File: config.mk
export PLATFORM = sky130hd
export DESIGN_NAME = data_read_axi_write_flat
export DESIGN_NICKNAME = d
export VERILOG_FILES = /design/src/rtl/data_read_pkg.sv /design/src/rtl/data_read_axi_write_if.sv /design/src/rtl/data_read_axi_write.sv /design/src/flat_wrapper.sv
export SDC_FILE = /design/constraint.sdc
export NUM_CORES = 1
export LEC_CHECK = 0
export ABC_AREA = 1
export CAP_MARGIN = 10
export CORE_MARGIN = 4
export CORE_UTILIZATION = 34
export CTS_CLUSTER_SIZE = 14
export DETAILED_ROUTE_END_ITERATION = 7
export GPL_TIMING_DRIVEN = 0
export PLACE_DENSITY = 0.84
export SLEW_MARGIN = 20
export SYNTH_ARGS = -nofsm -noshare
export SYNTH_HDL_FRONTEND = slang
export SYNTH_SLANG_ARGS = --single-unit
File: constraint.sdc
create_clock -name S_AXI_ACLK -period 1.9 [get_ports S_AXI_ACLK]
set_clock_uncertainty 0.2 [all_clocks]
set_input_delay 0.57 -clock S_AXI_ACLK [delete_from_list [all_inputs] [get_ports S_AXI_ACLK]]
set_output_delay 0.57 -clock S_AXI_ACLK [all_outputs]
set_load 0.05 [all_outputs]
File: src/rtl/data_read_pkg.sv
// Shared definitions for the data_read peripheral AXI-Lite paths: register
// offsets, CR bit layout, buffer-window decode, BRESP codes and write FSM states.
package data_read_pkg;

    // Register offsets within the 13-bit peripheral address space
    localparam logic [12:0] AXI_ADDR_CR = 13'h000;
    localparam logic [12:0] AXI_ADDR_SR = 13'h004;

    // CR bit positions
    localparam int CR_START_BIT  = 0;
    localparam int CR_ENABLE_BIT = 1;
    localparam int CR_MODE_LO    = 2;
    localparam int CR_MODE_HI    = 3;

    // SR bit that the write path can clear
    localparam int SR_C_BIT = 0;

    // Read-only buffer window: AWADDR[12:10] in BUF_WIN_LO..BUF_WIN_HI
    localparam logic [2:0] BUF_WIN_LO = 3'd1;
    localparam logic [2:0] BUF_WIN_HI = 3'd4;

    // AXI response codes
    localparam logic [1:0] RESP_OKAY   = 2'b00;
    localparam logic [1:0] RESP_SLVERR = 2'b10;

    // Write-channel FSM states
    typedef enum logic [2:0] {
        ST_IDLE   = 3'd0,
        ST_WAIT_W = 3'd1,
        ST_WAIT_A = 3'd2,
        ST_WRITE  = 3'd3,
        ST_RESP   = 3'd4
    } wr_state_e;

    // True when the offset falls in the read-only buffer window
    function automatic logic is_buf_window(input logic [12:0] addr);
        logic [2:0] win;
        win = addr[12:10];
        return (win >= BUF_WIN_LO) && (win <= BUF_WIN_HI);
    endfunction

endpackage

File: src/rtl/data_read_axi_write_if.sv
// AXI4-Lite write channels (AW, W, B) of the data_read peripheral.
interface data_read_axi_write_if;
    logic [31:0] awaddr;
    logic        awvalid;
    logic        awready;
    logic [31:0] wdata;
    logic [3:0]  wstrb;
    logic        wvalid;
    logic        wready;
    logic [1:0]  bresp;
    logic        bvalid;
    logic        bready;

    modport slave (
        input  awaddr, awvalid, wdata, wstrb, wvalid, bready,
        output awready, wready, bresp, bvalid
    );

    modport master (
        output awaddr, awvalid, wdata, wstrb, wvalid, bready,
        input  awready, wready, bresp, bvalid
    );
endinterface

File: src/rtl/data_read_axi_write.sv
// AXI4-Lite write slave for data_read: accepts AW/W in either order, owns the
// control register CR, and emits the CR.START and SR.C-clear pulses.
module data_read_axi_write
    import data_read_pkg::*;
#(
    parameter logic [3:0] C_CR_RESET = 4'b0000
) (
    input  logic                        S_AXI_ACLK,
    input  logic                        S_AXI_ARESETN,
    data_read_axi_write_if.slave        s_axi,
    output logic                        cr_start,
    output logic                        cr_enable,
    output logic [1:0]                  cr_mode,
    output logic                        sr_c_clr,
    output logic [31:0]                 cr_q
);

    wr_state_e   state_q, state_d;
    logic [12:0] awaddr_q, awaddr_d;
    logic [3:0]  wdata_q, wdata_d;
    logic        wstrb0_q, wstrb0_d;
    logic [3:1]  cr_bits_q, cr_bits_d;   // START is a pulse, so bit 0 is never stored
    logic [1:0]  bresp_q, bresp_d;
    logic        cr_start_q, cr_start_d;
    logic        sr_c_clr_q, sr_c_clr_d;

    logic aw_hs;
    logic w_hs;

    // Bus bits outside the decoded register map; collected here so they are
    // visibly intentionally ignored.
    logic unused_bus_bits;
    assign unused_bus_bits = ^{s_axi.awaddr[31:13], s_axi.wdata[31:4], s_axi.wstrb[3:1]};

    // Moore decode of readies and response valid from the current state
    always_comb begin
        s_axi.awready = (state_q == ST_IDLE) || (state_q == ST_WAIT_A);
        s_axi.wready  = (state_q == ST_IDLE) || (state_q == ST_WAIT_W);
        s_axi.bvalid  = (state_q == ST_RESP);
        s_axi.bresp   = bresp_q;
    end

    assign aw_hs = s_axi.awvalid && s_axi.awready;
    assign w_hs  = s_axi.wvalid  && s_axi.wready;

    // Next-state, address/data latching and register update decode
    always_comb begin
        state_d    = state_q;
        awaddr_d   = awaddr_q;
        wdata_d    = wdata_q;
        wstrb0_d   = wstrb0_q;
        cr_bits_d  = cr_bits_q;
        bresp_d    = bresp_q;
        cr_start_d = 1'b0;
        sr_c_clr_d = 1'b0;

        // Capture each channel only on its own handshake; the bus is not
        // looked at again for this transaction afterwards.
        if (aw_hs) begin
            awaddr_d = s_axi.awaddr[12:0];
        end
        if (w_hs) begin
            wdata_d  = s_axi.wdata[3:0];
            wstrb0_d = s_axi.wstrb[0];
        end

        case (state_q)
            ST_IDLE: begin
                if (aw_hs && w_hs) begin
                    state_d = ST_WRITE;
                end else if (aw_hs) begin
                    state_d = ST_WAIT_W;
                end else if (w_hs) begin
                    state_d = ST_WAIT_A;
                end
            end
            ST_WAIT_W: begin
                if (w_hs) begin
                    state_d = ST_WRITE;
                end
            end
            ST_WAIT_A: begin
                if (aw_hs) begin
                    state_d = ST_WRITE;
                end
            end
            ST_WRITE: begin
                // Pulses are registered here so they appear in the first
                // RESP cycle only, however long BREADY is withheld.
                bresp_d = RESP_OKAY;
                if (is_buf_window(awaddr_q)) begin
                    bresp_d = RESP_SLVERR;
                end else if (wstrb0_q) begin
                    if (awaddr_q == AXI_ADDR_CR) begin
                        cr_bits_d  = wdata_q[CR_MODE_HI:CR_ENABLE_BIT];
                        cr_start_d = wdata_q[CR_START_BIT];
                    end else if (awaddr_q == AXI_ADDR_SR) begin
                        sr_c_clr_d = wdata_q[SR_C_BIT];
                    end
                end
                state_d = ST_RESP;
            end
            ST_RESP: begin
                if (s_axi.bready) begin
                    state_d = ST_IDLE;
                end
            end
            default: begin
                state_d = ST_IDLE;
            end
        endcase
    end

    // State, latches, CR and pulse registers with asynchronous reset
    always_ff @(posedge S_AXI_ACLK or negedge S_AXI_ARESETN) begin
        if (!S_AXI_ARESETN) begin
            state_q    <= ST_IDLE;
            awaddr_q   <= '0;
            wdata_q    <= '0;
            wstrb0_q   <= 1'b0;
            cr_bits_q  <= C_CR_RESET[3:1];
            bresp_q    <= RESP_OKAY;
            cr_start_q <= 1'b0;
            sr_c_clr_q <= 1'b0;
        end else begin
            state_q    <= state_d;
            awaddr_q   <= awaddr_d;
            wdata_q    <= wdata_d;
            wstrb0_q   <= wstrb0_d;
            cr_bits_q  <= cr_bits_d;
            bresp_q    <= bresp_d;
            cr_start_q <= cr_start_d;
            sr_c_clr_q <= sr_c_clr_d;
        end
    end

    assign cr_start  = cr_start_q;
    assign sr_c_clr  = sr_c_clr_q;
    assign cr_enable = cr_bits_q[CR_ENABLE_BIT];
    assign cr_mode   = cr_bits_q[CR_MODE_HI:CR_MODE_LO];
    assign cr_q      = {28'd0, cr_mode, cr_enable, 1'b0};

endmodule

File: src/flat_wrapper.sv
// flat-port wrapper written by rule: the top's interface ports become plain ports
module data_read_axi_write_flat import data_read_pkg::*;
#(
    parameter logic [3:0] C_CR_RESET = 4'b0000
)
  (S_AXI_ACLK, S_AXI_ARESETN, cr_start, cr_enable, cr_mode, sr_c_clr, cr_q, s_axi_awaddr, s_axi_awvalid, s_axi_wdata, s_axi_wstrb, s_axi_wvalid, s_axi_bready, s_axi_awready, s_axi_wready, s_axi_bresp, s_axi_bvalid);
  data_read_axi_write_if s_axi_i ();
  input  logic S_AXI_ACLK;
  input  logic S_AXI_ARESETN;
  output logic cr_start;
  output logic cr_enable;
  output logic [1:0] cr_mode;
  output logic sr_c_clr;
  output logic [31:0] cr_q;
  input wire logic [$bits(s_axi_i.awaddr)-1:0] s_axi_awaddr;
  input wire logic [$bits(s_axi_i.awvalid)-1:0] s_axi_awvalid;
  input wire logic [$bits(s_axi_i.wdata)-1:0] s_axi_wdata;
  input wire logic [$bits(s_axi_i.wstrb)-1:0] s_axi_wstrb;
  input wire logic [$bits(s_axi_i.wvalid)-1:0] s_axi_wvalid;
  input wire logic [$bits(s_axi_i.bready)-1:0] s_axi_bready;
  output wire logic [$bits(s_axi_i.awready)-1:0] s_axi_awready;
  output wire logic [$bits(s_axi_i.wready)-1:0] s_axi_wready;
  output wire logic [$bits(s_axi_i.bresp)-1:0] s_axi_bresp;
  output wire logic [$bits(s_axi_i.bvalid)-1:0] s_axi_bvalid;
  assign s_axi_i.awaddr = s_axi_awaddr;
  assign s_axi_i.awvalid = s_axi_awvalid;
  assign s_axi_i.wdata = s_axi_wdata;
  assign s_axi_i.wstrb = s_axi_wstrb;
  assign s_axi_i.wvalid = s_axi_wvalid;
  assign s_axi_i.bready = s_axi_bready;
  assign s_axi_awready = s_axi_i.awready;
  assign s_axi_wready = s_axi_i.wready;
  assign s_axi_bresp = s_axi_i.bresp;
  assign s_axi_bvalid = s_axi_i.bvalid;
  data_read_axi_write #(.C_CR_RESET(C_CR_RESET)) u_core (.S_AXI_ACLK(S_AXI_ACLK), .S_AXI_ARESETN(S_AXI_ARESETN), .s_axi(s_axi_i), .cr_start(cr_start), .cr_enable(cr_enable), .cr_mode(cr_mode), .sr_c_clr(sr_c_clr), .cr_q(cr_q));
endmodule
==> results of run 1 <==
## worst reg2reg max path: cells and delay by family, from the launching register on
family,cells,cell delay [ps]
and+or+nand+nor,5,420
buffers and inverters,3,470
DFF,1,450
## layout make-up
cell class	instances	area, sq um
Fill cell	411	2178
Clock inverter	1	7.507
Sequential cell	27	676.9
Timing Repair Buffer	41	391.6
Multi-Input combinational cell	137	691.9
Tap cell	52	65.06
Buffer	36	271.5
Inverter	22	90.09
Clock buffer	3	41.29
## layer usage
| metal | global-route usage [%] | part of all wire (%) | up-vias |
|---|---|---|---|
| met3 | 2.364 | 6.6 | 4 |
| met4 | 6.050 | 1.3 | 0 |
| met2 | 20.21 | 52 | 45 |
| li1 | - | - | 684 |
| met5 | 0 | 0 | - |
| met1 | 13.01 | 40 | 587 |
## cells by family after synthesis
| family | synth area share [%] |
|---|---|
| AOI/OAI and AO/OA | 7.086 |
| buffers and inverters | 22.53 |
| DFF | 42.99 |
| other | 0.2386 |
| and+or+nand+nor | 27.15 |
## power breakdown
part | switching [W] | total (W) | internal (W) | leakage [nW]
combinational | 0.00104 | 0.00171 | 0.000668 | 0.847
sequential | 0.000167 | 0.000969 | 0.000802 | 0.328
clock | 0.000183 | 0.000332 | 0.000149 | 0.0217
## worst max-delay path by stage
stage / end / start / cells after the start / slack, ps
after floorplan: s_axi_bvalid / u_core.state_q[1] / 1 / 20
after global placement: s_axi_wready / u_core.state_q[2] / 4 / -510
after detailed placement: s_axi_wready / u_core.state_q[1] / 4 / -550
after CTS: s_axi_awready / u_core.state_q[1] / 4 / -110
after global routing: s_axi_awready / u_core.state_q[0] / 4 / -150
final: s_axi_awready / u_core.state_q[1] / 4 / -90
## Yosys cell counts, types with 2 or more instances
cell type	number
nand2_1	39
buf_4	34
dfrtp_1	27
nand3_1	21
inv_1	19
nor2_1	18
a21oi_2	7
nand2_2	5
inv_2	3
o21ai_0	3
o21bai_1	3
nand4_1	2
nor3_1	2
## through the flow
stage | instance area (sq um) | hold WS [ps] | worst slack, ps | util [%]
after floorplan | 1680 | 74.41 | 20.14 | -
after global placement | 2076 | 259.4 | -512.7 | 47.02
after detailed placement | 2071 | 261.8 | -548.7 | 46.91
after CTS | 2181 | 103.1 | -109.9 | 49.40
after global routing | 2236 | 122.7 | -145.8 | 50.65
final | 2236 | 91.36 | -90.56 | 50.65
## flip-flops by register name, summed over array words and instances, names as in the netlist
signal / count
u_core.state_q: 3
u_core.wstrb0_q: 1
u_core.s_axi.bresp: 1
u_core.sr_c_clr: 1
u_core.wdata_q: 4
u_core.cr_bits_q: 3
u_core.awaddr_q: 13
u_core.cr_start: 1
## repair_timing
| item | CTS | global route |
|---|---|---|
| gates resized for setup | 58 | 8 |
| setup endpoints to repair | 12 | 5 |
| pin swaps | 4 | 2 |
| setup buffers | 4 | 4 |
==> flow_summary.json, run 1 <==
{
  "r2r-end": "u_core.awaddr_q[1]",
  "htree_num_levels": 1,
  "crit_chain": "buf_4 > nand3_2 > nand2_4 > buf_8",
  "cp-end-kind": "output pin",
  "cp_slowest_cell": "dfrtp_2",
  "grt_max_degree": 28,
  "grt_overflow": 0,
  "ys_seq_area_share_pct": 42.99,
  "grt_pass1_vias": 1317,
  "core_sq_um": 4414,
  "grt_pass1_wl_mm": 5.609,
  "layout_common_cells": "buf_4 (42), nand2_1 (39), conb_1 (30)",
  "drt_first_pass_iters": 4,
  "fmax_ghz": 0.5024,
  "dpl.hpwl_mm": 2.512,
  "relSlewSlack_pct": 59.91,
  "syn_inst": 193,
  "synth_area_leader_cell": "dfrtp_1",
  "fin_nets": 341,
  "grt_setup_unrepaired": "true",
  "reg2reg_from": "u_core.state_q[1]",
  "synth_top_area_share_pct": 42.99,
  "slowest_delay_ps": 450,
  "routed_wl_mm": 3.381,
  "io_pins": 115,
  "cts.sinks": 27,
  "min_period_ps": 1991,
  "synth_edf_count": 0,
  "p_leak_nw": 1.197,
  "arrival_ps": 1220,
  "area_delta_synth_final_pct": 42.28,
  "r2r_cells": 8,
  "finalHoldViolCount": 0,
  "syn-cell-area_sq_um": 1572,
  "min_path_type": "input port to asynchronous set/reset pin",
  "die_width_microns": 75.99,
  "drive_above_1_share_pct": 31.46,
  "finalNonFillerCells": 319,
  "final_common_cell": "buf_4",
  "cts_buffers": 3,
  "cts_hold_buf": 0,
  "synth_area_leaders": "dfrtp_1 (43%), buf_4 (16%), nand2_1 (9.3%)",
  "root_buffer": "clkbuf_8",
  "syn_area_per_cell_sq_um": 8.143,
  "antenna_found_initial": 0,
  "grt_usage_pct": 11.54,
  "async_reset_ff_share_pct": 100.0,
  "clk_latency_ps": 270,
  "p_per_area_nw_per_um2": 1346,
  "crit_type": "register to output pin",
  "fin_crit_sh_pct": 104.8,
  "drt_iter0_markers": 44,
  "violations": "negative setup slack",
  "startpoint_type": "register",
  "required_ps": 1130,
  "drt_drc_violations_left": 0,
  "ys_types": 23,
  "yosys_warnings": 0,
  "vdd_drop_max_mv": 0.8515,
  "worstMarginPinSlew_ps": 601.3,
  "n_antenna_cell": 0,
  "io_buffers": 33,
  "ys_ff_latch": 27,
  "dp_cells": 307,
  "clkSlewWorstSetupHoldPaths_ps": 90,
  "final-setup-viol-count": 3,
  "clock_path_buffers": 2,
  "power.total_w": 0.003009,
  "fp-row-count": 24,
  "drv_cap": 0,
  "wl_per_cell_microns": 10.60,
  "postRouteAntennaNets": 0,
  "r2r_setup_slack_ps": 270,
  "status": "complete, but fails checks",
  "cts_tree": "done",
  "die_h_microns": 75.99,
  "vias": 1320,
  "gp_congestion": 0.8590,
  "start_util_pct": 35.60,
  "critPathMaxFanout": 3,
  "fin_ws_ps": -90.56,
  "viasPerCell": 4.138,
  "ys.flop_type": "dfrtp_1",
  "fin_setup_tns_ps": -241.8,
  "finalMaxSlewViolations": 0,
  "die-area_sq_um": 5774,
  "cp.buffers_inverters": 2,
  "cp_top_family": "flip-flops"
}
Power figures use the tool's default switching activity.
==> run 2, diff against run 1 <==
--- a/config.mk
+++ b/config.mk
@@ -13,6 +13,7 @@
 export DETAILED_ROUTE_END_ITERATION = 7
 export GPL_TIMING_DRIVEN = 0
 export PLACE_DENSITY = 0.84
+export RECOVER_POWER = 25
 export SLEW_MARGIN = 20
 export SYNTH_ARGS = -nofsm -noshare
 export SYNTH_HDL_FRONTEND = slang
==> flow_summary.json, run 2 (synthesized netlist as in run 1, its figures left out) <==
{
  "fmax_ghz": 0.5024,
  "htree_num_levels": 1,
  "drt_iter0_markers": 44,
  "largest_reg_flops": 13,
  "violations": "negative setup slack",
  "dr_wl_met2_mm": 1.756,
  "wl_met1_mm": 1.358,
  "drv_cap": 0,
  "slowest_delay_ps": 450,
  "vias": 1320,
  "required_ps": 1130,
  "layout_common_cells": "buf_4 (42), nand2_1 (39), conb_1 (30)",
  "final-setup-viol-count": 3,
  "reg_top3": "u_core.awaddr_q: 13 flops, u_core.wdata_q: 4 flops",
  "arrival_ps": 1220,
  "grt_setup_unrepaired": "true",
  "drt_first_pass_iters": 4,
  "startpoint_type": "register",
  "vdd_drop_max_mv": 0.8515,
  "clk_latency_ps": 270,
  "n_antenna_cell": 0,
  "postRouteAntennaNets": 0,
  "p_per_area_nw_per_um2": 1346,
  "min_path_type": "input port to asynchronous set/reset pin",
  "drt_drc_violations_left": 0,
  "critPathMaxFanout": 3,
  "wl_per_cell_microns": 10.60,
  "die_width_microns": 75.99,
  "regMostFlops": "u_core.awaddr_q",
  "drive_above_1_share_pct": 31.46,
  "cp_slowest_cell": "dfrtp_2",
  "die-area_sq_um": 5774,
  "area_delta_synth_final_pct": 42.28,
  "cts_hold_buf": 0,
  "fin_crit_sh_pct": 104.8,
  "clock_path_buffers": 2,
  "worstMarginPinSlew_ps": 673.2,
  "cts_buffers": 3,
  "route.met3.wl_microns": 222,
  "crit_chain": "buf_4 > nand3_2 > nand2_4 > buf_8",
  "grt_max_degree": 28,
  "p_leak_nw": 1.197,
  "root_buffer": "clkbuf_8",
  "cp_top_family": "flip-flops",
  "finalMaxSlewViolations": 0,
  "crit_type": "register to output pin",
  "fin_ws_ps": -90.56,
  "antenna_found_initial": 0,
  "hold_ws_ps": 113.4,
  "finalHoldViolCount": 0,
  "top_layer": "met4",
  "finalNonFillerCells": 319,
  "start_util_pct": 35.60,
  "cp.buffers_inverters": 2,
  "grt_usage_pct": 11.54,
  "io_pins": 115,
  "grt_pass1_vias": 1317,
  "dp_cells": 307,
  "cts.sinks": 27,
  "viasPerCell": 4.138,
  "seq_area_sq_um": 676.9,
  "die_h_microns": 75.99,
  "cp-end-kind": "output pin",
  "min_period_ps": 1991,
  "fill_cells": 411,
  "multiInputGateArea_sq_um": 691.9,
  "grt_overflow": 0,
  "dpl.hpwl_mm": 2.512,
  "cts_tree": "done",
  "clkSlewWorstSetupHoldPaths_ps": 90,
  "status": "complete, but fails checks",
  "routed_wl_mm": 3.380,
  "io_buffers": 33,
  "relSlewSlack_pct": 55.12,
  "gp_congestion": 0.8590,
  "final_common_cell": "buf_4",
  "grt_pass1_wl_mm": 5.609,
  "fp-row-count": 24,
  "core_sq_um": 4414,
  "fin_nets": 341
}
run 2: cell types whose count changed in the layout (fill, tap and decap cells not counted), sizes merged:
cell and change:
buf -1, clkbuf +1
run 2: final timing paths:
check                                  start                 end  slack, ps  depth (start not counted)
max                        u_core.state_q[1]       s_axi_awready        -90                          4
min                            S_AXI_ARESETN  u_core.awaddr_q[4]        110                          1
max reg2reg                u_core.state_q[1]  u_core.awaddr_q[1]        270                          8
min reg2reg                u_core.wdata_q[3]   u_core.wdata_q[3]        280                          2
max in group asynchronous      S_AXI_ARESETN   u_core.state_q[1]        920                          1
min in group S_AXI_ACLK    u_core.wdata_q[3]   u_core.wdata_q[3]        280                          2
run 2: report_power, final:
group / switching, W / internal, W / leakage (nW) / total (W)
Combinational: 0.00104 / 0.000668 / 0.848 / 0.00171
Sequential: 0.000167 / 0.000802 / 0.328 / 0.000969
Clock: 0.000183 / 0.000149 / 0.0217 / 0.000332
run 2: repair_timing:
item / 4_1_cts / 5_1_grt
buffers inserted: 4 / 4
pin swaps: 4 / 2
setup endpoints to repair: 12 / 5
resized for setup: 58 / 8
run 2: metal layers:
layer	vias to the layer above	GRT usage (%)
li1	684	-
met1	587	13.01
met2	45	20.21
met3	4	2.364
met4	0	6.050
met5	-	0
run 2: per-stage QoR:
step	setup TNS [ps]	setup slack (ps)	total power [W]	utilization, %	instance area [sq um]
after global routing	-409.6	-145.8	0.003243	50.65	2236
after global placement	-8746	-512.7	0.002305	47.02	2076
after CTS	-263.8	-109.9	0.002878	49.40	2181
after detailed placement	-1847	-548.7	0.002353	46.91	2071
after floorplan	0	20.14	0.002011	-	1680
final	-241.8	-90.56	0.003009	50.65	2236
run 2: worst register-to-register path, stage by stage, from the launching register on:
cell     delay, ps
dfrtp_2        450
buf_4          140
nand3_2        110
nand2_4        110
buf_4          150
nand2_2         70
buf_4          180
nand2_1         80
nand2_1         50
run 2: layout make-up:
class	count	share of cell area, %
Clock inverter	1	0.3358
Inverter	22	4.029
Clock buffer	3	1.847
Sequential cell	27	30.27
Buffer	36	12.14
Tap cell	52	2.910
Multi-Input combinational cell	137	30.95
Timing Repair Buffer	41	17.52
